--- config.mk ---
export PLATFORM = sky130hd
export DESIGN_NAME = usr_param
export DESIGN_NICKNAME = d
export VERILOG_FILES = /design/src/rtl/usr_pkg.sv /design/src/rtl/usr_step.sv /design/src/rtl/usr_param.sv
export SDC_FILE = /design/constraint.sdc
export NUM_CORES = 1
export LEC_CHECK = 0
export ABC_AREA = 1
export BUFFER_PORTS_ARGS = -buffer_cell sky130_fd_sc_hd__clkbuf_2
export CELL_PAD_IN_SITES_DETAIL_PLACEMENT = 1
export CELL_PAD_IN_SITES_GLOBAL_PLACEMENT = 1
export CORE_UTILIZATION = 38
export CTS_BUF_LIST = sky130_fd_sc_hd__clkbuf_8
export CTS_CLUSTER_SIZE = 16
export DETAILED_ROUTE_END_ITERATION = 12
export GPL_TIMING_DRIVEN = 0
export PLACE_DENSITY_LB_ADDON = 0.1
export SYNTH_ARGS = -nofsm -noshare
export SYNTH_HDL_FRONTEND = slang
export SYNTH_HIERARCHICAL = 1
export SYNTH_SLANG_ARGS = --single-unit
--- constraint.sdc ---
create_clock -name clk -period 1.93 [get_ports clk]
set_clock_uncertainty 0.2 [all_clocks]
set_input_delay 0 -clock clk [delete_from_list [all_inputs] [get_ports clk]]
set_output_delay 0 -clock clk [all_outputs]
set_load 0.03 [all_outputs]
--- src/rtl/usr_pkg.sv ---
// Shared types for the universal shift register: mode encodings, FSM states
// and the shift-mode classifier used by both the burst and single-step paths.
package usr_pkg;

    typedef enum logic [2:0] {
        MODE_HOLD = 3'b000,
        MODE_SHL  = 3'b001,
        MODE_SHR  = 3'b010,
        MODE_LOAD = 3'b011,
        MODE_ROL  = 3'b100,
        MODE_ROR  = 3'b101,
        MODE_ASR  = 3'b110,
        MODE_RSVD = 3'b111
    } usr_mode_e;

    typedef enum logic {
        IDLE  = 1'b0,
        BURST = 1'b1
    } usr_state_e;

    // Only these modes move bits through so and may run as a burst.
    function automatic logic is_shift_mode(input usr_mode_e m);
        return (m inside {MODE_SHL, MODE_SHR, MODE_ROL, MODE_ROR, MODE_ASR});
    endfunction

endpackage

--- src/rtl/usr_step.sv ---
// One step of the shift register datapath: next contents and the bit that
// leaves the register. Purely combinational; LOAD/HOLD report out_bit as 0.
module usr_step
    import usr_pkg::*;
#(
    parameter int WIDTH = 8
) (
    input  logic [WIDTH-1:0] i_po,
    input  usr_mode_e        i_mode,
    input  logic             i_si_l,
    input  logic             i_si_r,
    input  logic [WIDTH-1:0] i_pi,
    output logic [WIDTH-1:0] o_next_po,
    output logic             o_out_bit
);

    // NOTE: defaults first so every path assigns both outputs and no latch is inferred.
    always_comb begin
        o_next_po = i_po;
        o_out_bit = 1'b0;
        case (i_mode)
            MODE_SHL: begin
                o_next_po = {i_po[WIDTH-2:0], i_si_r};
                o_out_bit = i_po[WIDTH-1];
            end
            MODE_SHR: begin
                o_next_po = {i_si_l, i_po[WIDTH-1:1]};
                o_out_bit = i_po[0];
            end
            MODE_ROL: begin
                o_next_po = {i_po[WIDTH-2:0], i_po[WIDTH-1]};
                o_out_bit = i_po[WIDTH-1];
            end
            MODE_ROR: begin
                o_next_po = {i_po[0], i_po[WIDTH-1:1]};
                o_out_bit = i_po[0];
            end
            MODE_ASR: begin
                o_next_po = {i_po[WIDTH-1], i_po[WIDTH-1:1]};
                o_out_bit = i_po[0];
            end
            MODE_LOAD: o_next_po = i_pi;
            default:   o_next_po = i_po;
        endcase
    end

endmodule

--- src/rtl/usr_param.sv ---
// Universal shift register with single-step ops and a start/amt burst engine.
// Define USR_PARAM_ABORT_EN to add the abort input and the aborted pulse.
module usr_param
    import usr_pkg::*;
#(
    parameter  int WIDTH = 8,
    localparam int CNT_W = $clog2(WIDTH + 1)
) (
    input  logic             clk,
    input  logic             rst,
    input  logic             en,
    input  logic             start,
`ifdef USR_PARAM_ABORT_EN
    input  logic             abort,
    output logic             aborted,
`endif
    input  logic [2:0]       mode,
    input  logic [CNT_W-1:0] amt,
    input  logic [WIDTH-1:0] pi,
    input  logic             si_r,
    input  logic             si_l,
    output logic [WIDTH-1:0] po,
    output logic             so,
    output logic             busy,
    output logic             done
);

    usr_state_e       r_state, w_state_nx;
    usr_mode_e        r_mode_q, w_mode_in, w_step_mode;
    logic [CNT_W-1:0] r_cnt;
    logic [WIDTH-1:0] r_po, w_next_po;
    logic             r_so, r_done;
    logic             w_out_bit, w_start_ok, w_last, w_abort;
    logic             w_accept, w_do_step, w_done_nx;

    assign w_mode_in   = usr_mode_e'(mode);
    assign w_start_ok  = start && is_shift_mode(w_mode_in) && (amt != '0);
    assign w_last      = (r_cnt == CNT_W'(1));
    assign w_step_mode = (r_state == BURST) ? r_mode_q : w_mode_in;

`ifdef USR_PARAM_ABORT_EN
    logic r_aborted;

    always_ff @(posedge clk) begin
        if (rst) r_aborted <= 1'b0;
        else     r_aborted <= (r_state == BURST) && abort;
    end

    assign w_abort = abort;
    assign aborted = r_aborted;
`else
    assign w_abort = 1'b0;
`endif

    usr_step #(.WIDTH(WIDTH)) u_step (
        .i_po      (r_po),
        .i_mode    (w_step_mode),
        .i_si_l    (si_l),
        .i_si_r    (si_r),
        .i_pi      (pi),
        .o_next_po (w_next_po),
        .o_out_bit (w_out_bit)
    );

    // NOTE: reset is synchronous and outranks every other condition, including a live burst.
    always_ff @(posedge clk) begin
        if (rst) r_state <= IDLE;
        else     r_state <= w_state_nx;
    end

    always_comb begin
        w_state_nx = r_state;
        case (r_state)
            IDLE:    if (w_start_ok) w_state_nx = BURST;
            BURST:   if (w_abort || w_last) w_state_nx = IDLE;
            default: w_state_nx = IDLE;
        endcase
    end

    always_comb begin
        w_accept  = 1'b0;
        w_do_step = 1'b0;
        w_done_nx = 1'b0;
        case (r_state)
            IDLE: begin
                if (w_start_ok) w_accept  = 1'b1;
                else if (en)    w_do_step = 1'b1;
            end
            BURST: begin
                if (!w_abort) begin
                    w_do_step = 1'b1;
                    w_done_nx = w_last;
                end
            end
            default: ;
        endcase
    end

    // NOTE: non-blocking assignments keep all registers updating from pre-edge values.
    always_ff @(posedge clk) begin
        if (rst) begin
            r_po     <= '0;
            r_so     <= 1'b0;
            r_done   <= 1'b0;
            r_cnt    <= '0;
            r_mode_q <= MODE_HOLD;
        end else begin
            r_done <= w_done_nx;
            if (w_accept) begin
                r_mode_q <= w_mode_in;
                r_cnt    <= amt;
            end else if ((r_state == BURST) && w_do_step) begin
                r_cnt <= r_cnt - CNT_W'(1);
            end
            if (w_do_step) begin
                r_po <= w_next_po;
                if (is_shift_mode(w_step_mode)) r_so <= w_out_bit;
            end
        end
    end

    assign po   = r_po;
    assign so   = r_so;
    assign busy = (r_state == BURST);
    assign done = r_done;

endmodule

Word level (Yosys, flattened, before mapping)
Index checks and enable logic that the tools add are counted.
W data, S select, Z words.

operators by class
  add/subtract/negate cells = 1
  multipliers = 0
  div/mod/pow operators = 0
  $lt $le $gt $ge = 0
  equal/unequal tests = 12
  shift-type cells = 0
  mux-type cells = 12
  bitwise logic cells = 2
  reduce and logical (&&, ||, !) cells = 15

operators with widths
  kind                   count
  $pmux W8 S6            1
  $eq A3 B3 Y1 const B   6
  $reduce_bool A5 Y1     3
  $eq A3 B2 Y1 const B   3
  $mux W4                2
  $eq A3 B1 Y1 const B   2
  $pmux W1 S2            3
  $reduce_bool A6 Y1     1
  $mux W1                5
  $eq A4 B1 Y1 const B   1
  $reduce_and A2 Y1      2
  $reduce_bool A4 Y1     1
  $reduce_or A2 Y1       2
  $sub A4 B1 Y4 const B  1
  $logic_and A1 B1 Y1    3
  $mux W3                1
  $reduce_and A3 Y1      1
  $reduce_or A3 Y1       1
  $not A1 Y1             2
  $reduce_bool A2 Y1     1

storage, ports and cells
  flip-flop bits (word level) = 18
  bits in latches = 0
  RAM bits = 0
  memory bits (read-only) = 0
  input port bits = 21
  output and inout bits = 11
  memories kept = 0

Logic depth before layout (Yosys ltp)
  depth in word-level cells = 9
  depth in mapped cells = 15
  gate-level depth less buffers = 13

Cells and area by module
Netlist, hierarchy kept.

modules (own cells, without submodules)
  module     times used  cells each  area an instance (um^2)  seq. area each (um^2)
  usr_param  1           122         858.3                    360.3
  usr_step   1           123         641.9                    0.0

Worst setup path before layout
No wires, ideal clock.

  path type = register to register
  from = register r_state, in the netlist busy
  to = register r_so, in the netlist so
  data arrival time = 1693 ps
  path slack = -27 ps
  stages on the path, launching flop included = 15
  path buffers = 2
  path through = dfxtp_1 buf_6 nand2_1 o21ai_0 inv_1 buf_4 inv_2 nand2_2 o21ai_1 nand2_1 nand2_1 inv_1 nand3_2 nand2_1 nor2_1

on the way
  longest elaborated chain between the ends = 4
  elaborated cells between the ends (all ways) = 13
  those cells by class = eq/ne (5); mux (3); bitwise (1); reduce/logical (4)

RTL lines
  item                                                            line              text
  start: declaration                                              usr_param.sv:28   usr_state_e r_state, w_state_nx;
  start signal: assignment                                        usr_param.sv:68   else r_state <= w_state_nx;
  $mux W3 (*)                                                     usr_param.sv:39   assign w_step_mode = (r_state == BURST) ? r_mode_q : w_mode_in;
  via w_step_mode[0]                                              usr_param.sv:29   usr_mode_e r_mode_q, w_mode_in, w_step_mode;
  $eq A3 B2 Y1, or another cell as far along                      usr_step.sv:21    case (i_mode)
  $reduce_or A3 Y1 (no line) or $reduce_or A2 Y1 (tied branches)  n/a
  $pmux W1 S2 (*)                                                 usr_step.sv:21
  via w_out_bit                                                   usr_param.sv:33   logic w_out_bit, w_start_ok, w_last, w_abort;
  end signal: assignment                                          usr_param.sv:117  if (is_shift_mode(w_step_mode)) r_so <= w_out_bit;
  end: declaration                                                usr_param.sv:32   logic r_so, r_done;

The timed path passes the listed nets; every way through them passes the cells marked *.
A chain may end at the register's enable or synchronous reset.

Worst setup path after layout
  from = register r_state, in the netlist busy
  to = register r_po[6], in the netlist po[6]

on the way
  elaborated cells between the ends (all ways) = 12
  those cells by class = eq/ne (6); mux (3); bitwise (1); reduce/logical (2)

RTL lines
  item                                        line              text
  $mux W3 (*)                                 usr_param.sv:39
  via w_step_mode[1]                          usr_param.sv:29
  $eq A3 B2 Y1, or another cell as far along  usr_step.sv:21
  $pmux W8 S6 (*)                             usr_step.sv:21
  via w_next_po[6]                            usr_param.sv:31   logic [WIDTH-1:0] r_po, w_next_po;
  end signal: assignment                      usr_param.sv:116  r_po <= w_next_po;
  end: declaration                            usr_param.sv:31

Marks and branches as above.

==> results.md <==
| Parameter | Value | Unit |
| --- | --- | --- |
| Status | finished with violations | - |
| Violated checks | negative setup slack | - |
| Post-route non-filler standard cell count | 345 | - |
| Clock sinks | 18 | - |
| Horizontal die dimension | 64.8 | µm |
| TritonCTS buffer count | 3 | - |
| Vertical die dimension | 64.8 | µm |
| Root buf cell | sky130_fd_sc_hd__clkbuf_8 | - |
| Setup Crit Path Kind | reg -> reg | - |
| Delay contributed by the slowest stage of the critical path | 330 | ps |
| Antenna diode instance count | 0 | - |
| Total Routed Length | 5270 | µm |
| Element type at the critical path start | register | - |
| Flip-flop and latch count after synthesis | 18 | - |
| Library cells used by synthesis | 24 | - |
| Switching power | 0.660 | mW |
| Setup_tns | -17.0 | ps |
| Number of antenna violations at the first check in global routing | 0 | - |
| Syn. warnings | 6 | - |
| Fmax | 0.514 | GHz |
| Worst setup EP type | register | - |
| Final GP Congestion | 0.813 | - |
| Detailed-route DRC error count | 0 | - |
| Relative contribution of sequential cells to total power | 32.1 | % |
| Routed wire length per instance | 15.3 | µm |
| Worst-case clock buffer depth | 2 | - |
| Synth-to-layout area growth | 42.0 | % |
| Area of the multi-input gates | 1050 | µm² |
| Worst-skew pair later-pin latency | 250 | ps |
| CTS clock-pin slew for the worst setup and hold paths | 70 | ps |
| Critical path required time | 1920 | ps |
| Largest voltage drop on the vdd net | 0.395 | mV |
| Fraction of power spent switching nets | 43.6 | % |
| Vias in the first global route | 1,882 | - |
| Total die area | 4200 | µm² |
| Wire length of the first global-routing pass | 8370 | µm |
| Yosys top cell area share | 24.0 | % |
| H-tree depth reported by CTS | 1 | - |
| Effective utilization at floorplan | 40.4 | % |
| Top fanout value on the critical path | 8 | - |
| Period Utilization, post-route | 101 | % |
| CP arrival | 1940 | ps |
| Post-Syn Instances | 245 | - |
| Largest net degree at the start of global routing | 11 | - |
| Leakage power summed over all cells | 1.03 | nW |
| Site row count | 22 | - |
| Relative contribution of combinational cells to total power | 50.7 | % |
| Dominant cell type by area after synthesis | sky130_fd_sc_hd__dfxtp_1 | - |
| Time the final worst path needs with I/O delays and setup | 1950 | ps |
| Number of max-cap violations | 0 | - |
| Final worst setup slack | -15.3 | ps |
| Number of input and output port buffers inserted | 31 | - |
| Average instance area after synthesis | 6.12 | µm² |
| Post-Place Setup Slack | -127 | ps |
| Final nets | 322 | - |
| Top cells by area, synth | sky130_fd_sc_hd__dfxtp_1, sky130_fd_sc_hd__nand4_1, sky130_fd_sc_hd__nand2_1, sky130_fd_sc_hd__nand3_1, sky130_fd_sc_hd__nor2_1 | - |
| Number of endpoints failing setup at the final stage | 2 | - |
| Post-synth design cell area | 1500 | µm² |
| Grt total ovfl | 0 | - |
| Filler cell count | 513 | - |
| CTS tree | done | - |
| # placed instances | 324 | - |
| Final number of max-transition violations | 0 | - |
| Pin slew with the least headroom to its limit | 372 | ps |
| PwrDens | 711 | nW/µm² |
| Overall routing resource usage | 24.9 | % |
| Detail Placement HPWL | 3480 | µm |
| Core Region | 3720 | µm² |
| Relative max-transition margin | 75.1 | % |
| Share of post-route cells with drive strength above 1 | 32.3 | % |
| Final antenna-violating net count | 0 | - |
| Total number of vias | 1,886 | - |
| Total area of sequential cells | 362 | µm² |
| Unrepaired setup endpoints after global routing | true | - |
| Portion of the post-synthesis area used by sequential elements | 24.0 | % |
| Net count of the mapped netlist | 268 | - |
| Clock group share of total power | 17.2 | % |
| Total count of hold-check failures in the final report | 0 | - |
| DRC violation total after the first TritonRoute iteration | 108 | - |
| Number of top-level design ports | 32 | - |
| Routed vias/inst | 5.47 | - |
| Cell at the slowest stage of the critical path | sky130_fd_sc_hd__dfxtp_2 | - |
| Detailed-routing iteration count for the pre-antenna-repair pass | 4 | - |
| Internal Power | 0.855 | mW |
| Worst hold slack after final layout | 22.2 | ps |
| Sequence of cells on the critical path | buf_8 -> clkinv_8 -> nand2_4 -> nand2_4 -> inv_2 -> buf_8 -> buf_6 -> nor2_4 -> nand3_1 -> nand2_1 -> nor2_2 -> nand3_1 -> nor2_1 -> nor2_1 | - |
| Class of the tightest hold or removal check | in -> reg | - |
final timing paths:
| check | start | to | slack (ps) | depth (start not counted) |
|---|---|---|---|---|
| setup / recovery | busy$_SDFF_PP0_ | po[6]$_SDFFE_PP0P_ | -20 | 14 |
| hold / removal | en | po[0]$_SDFFE_PP0P_ | 20 | 6 |
| setup reg to reg | busy$_SDFF_PP0_ | po[6]$_SDFFE_PP0P_ | -20 | 14 |
| hold reg to reg | r_mode_q[0]$_SDFFE_PP0P_ | r_mode_q[0]$_SDFFE_PP0P_ | 260 | 2 |
worst max-delay path: cells and delay by family (launching register included):
| family | cells | cell delay (ps) |
|---|---|---|
| DFF | 1 | 330 |
| and+or+nand+nor | 9 | 860 |
| buffers and inverters | 5 | 490 |
cells by family after synthesis:
kind of cell,share of synthesized area [%]
fa+ha+maj,1.67
buf+inv,14.1
xor+xnor,1.17
flops,24.0
compound gates,8.09
simple gates,51.0
through the flow:
stage	cell area [µm²]	power (mW)	utilization (%)
6_report	2130	1.51	57.3
5_1_grt	2130	1.62	57.3
4_1_cts	1870	1.37	50.3
3_5_place_dp	1720	1.08	46.2
3_3_place_gp	1720	1.07	46.2
2_1_floorplan	1500	0.906	-
timing repair:
| action | CTS | global route |
|---|---|---|
| cloned | 0 | 2 |
| endpoints found under the setup margin | 9 | 9 |
| endpoints found under the hold margin | 10 | 0 |
| resized for setup | 10 | 51 |
| buffers inserted | 1 | 7 |
| hold buffers | 8 | 0 |
| pin swaps | 1 | 24 |
cells in the mapped netlist (all sizes together):
cell,n
a21oi,6
a31oi,2
buf,12
clkbuf,1
dfxtp,18
ha,2
inv,29
nand2,53
nand3,32
nand4,37
nor2,34
nor3,1
o21ai,15
or2,1
xor2,2
cell type report:
cell class | instances | area share (%)
multi-input combinational | 186 | 49.3
sequential | 18 | 17.0
timing repair buffer | 48 | 15.6
inverter | 29 | 6.75
buffer | 13 | 6.64
tap | 48 | 2.82
clock buffer | 3 | 1.94
cells in the final DEF, fill, tap and decap left out, types with 2 or more instances in the layout:
cell / netlist / layout
sky130_fd_sc_hd__nand2_1: 49 / 42
sky130_fd_sc_hd__nand4_1: 37 / 37
sky130_fd_sc_hd__clkbuf_2: 1 / 32
sky130_fd_sc_hd__nor2_1: 32 / 28
sky130_fd_sc_hd__nand3_1: 30 / 24
sky130_fd_sc_hd__inv_1: 24 / 20
sky130_fd_sc_hd__dfxtp_1: 18 / 17
sky130_fd_sc_hd__o21ai_1: 9 / 9
sky130_fd_sc_hd__nand3_2: 2 / 8
sky130_fd_sc_hd__dlygate4sd3_1: 0 / 8
sky130_fd_sc_hd__buf_4: 3 / 7
sky130_fd_sc_hd__nand2_2: 4 / 6
sky130_fd_sc_hd__buf_8: 0 / 5
sky130_fd_sc_hd__nand2_4: 0 / 5
sky130_fd_sc_hd__a21oi_1: 5 / 5
sky130_fd_sc_hd__inv_2: 4 / 4
sky130_fd_sc_hd__o21ai_0: 6 / 4
sky130_fd_sc_hd__buf_6: 4 / 4
sky130_fd_sc_hd__clkbuf_8: 0 / 3
sky130_fd_sc_hd__nor2_4: 2 / 3
sky130_fd_sc_hd__buf_2: 5 / 3
sky130_fd_sc_hd__nor2_2: 0 / 3
sky130_fd_sc_hd__clkinv_8: 0 / 2
sky130_fd_sc_hd__xor2_1: 2 / 2
sky130_fd_sc_hd__a31oi_1: 2 / 2
sky130_fd_sc_hd__ha_1: 2 / 2
sky130_fd_sc_hd__inv_4: 0 / 2
power groups by stage:
| stage | combinational [mW] | clock, mW | sequential [mW] |
|---|---|---|---|
| after global placement | 0.578 | 0 | 0.490 |
| after floorplan | 0.381 | 0 | 0.525 |
| final | 0.769 | 0.260 | 0.486 |
| after global routing | 0.844 | 0.281 | 0.493 |
| after detailed placement | 0.588 | 0 | 0.490 |
| after CTS | 0.622 | 0.268 | 0.481 |
per-layer routing:
layer	track usage (%)	share of wire, %
met4	6.39	1.6
met5	0	0
met2	46.6	53
met1	30.3	42
met3	1.76	4.0
flip-flops by register name, indices dropped and copies added, names as in the netlist:
| name | flops |
|---|---|
| busy | 1 |
| done | 1 |
| po | 8 |
| r_cnt | 4 |
| r_mode_q | 3 |
| so | 1 |
Power figures use the tool's default switching activity.
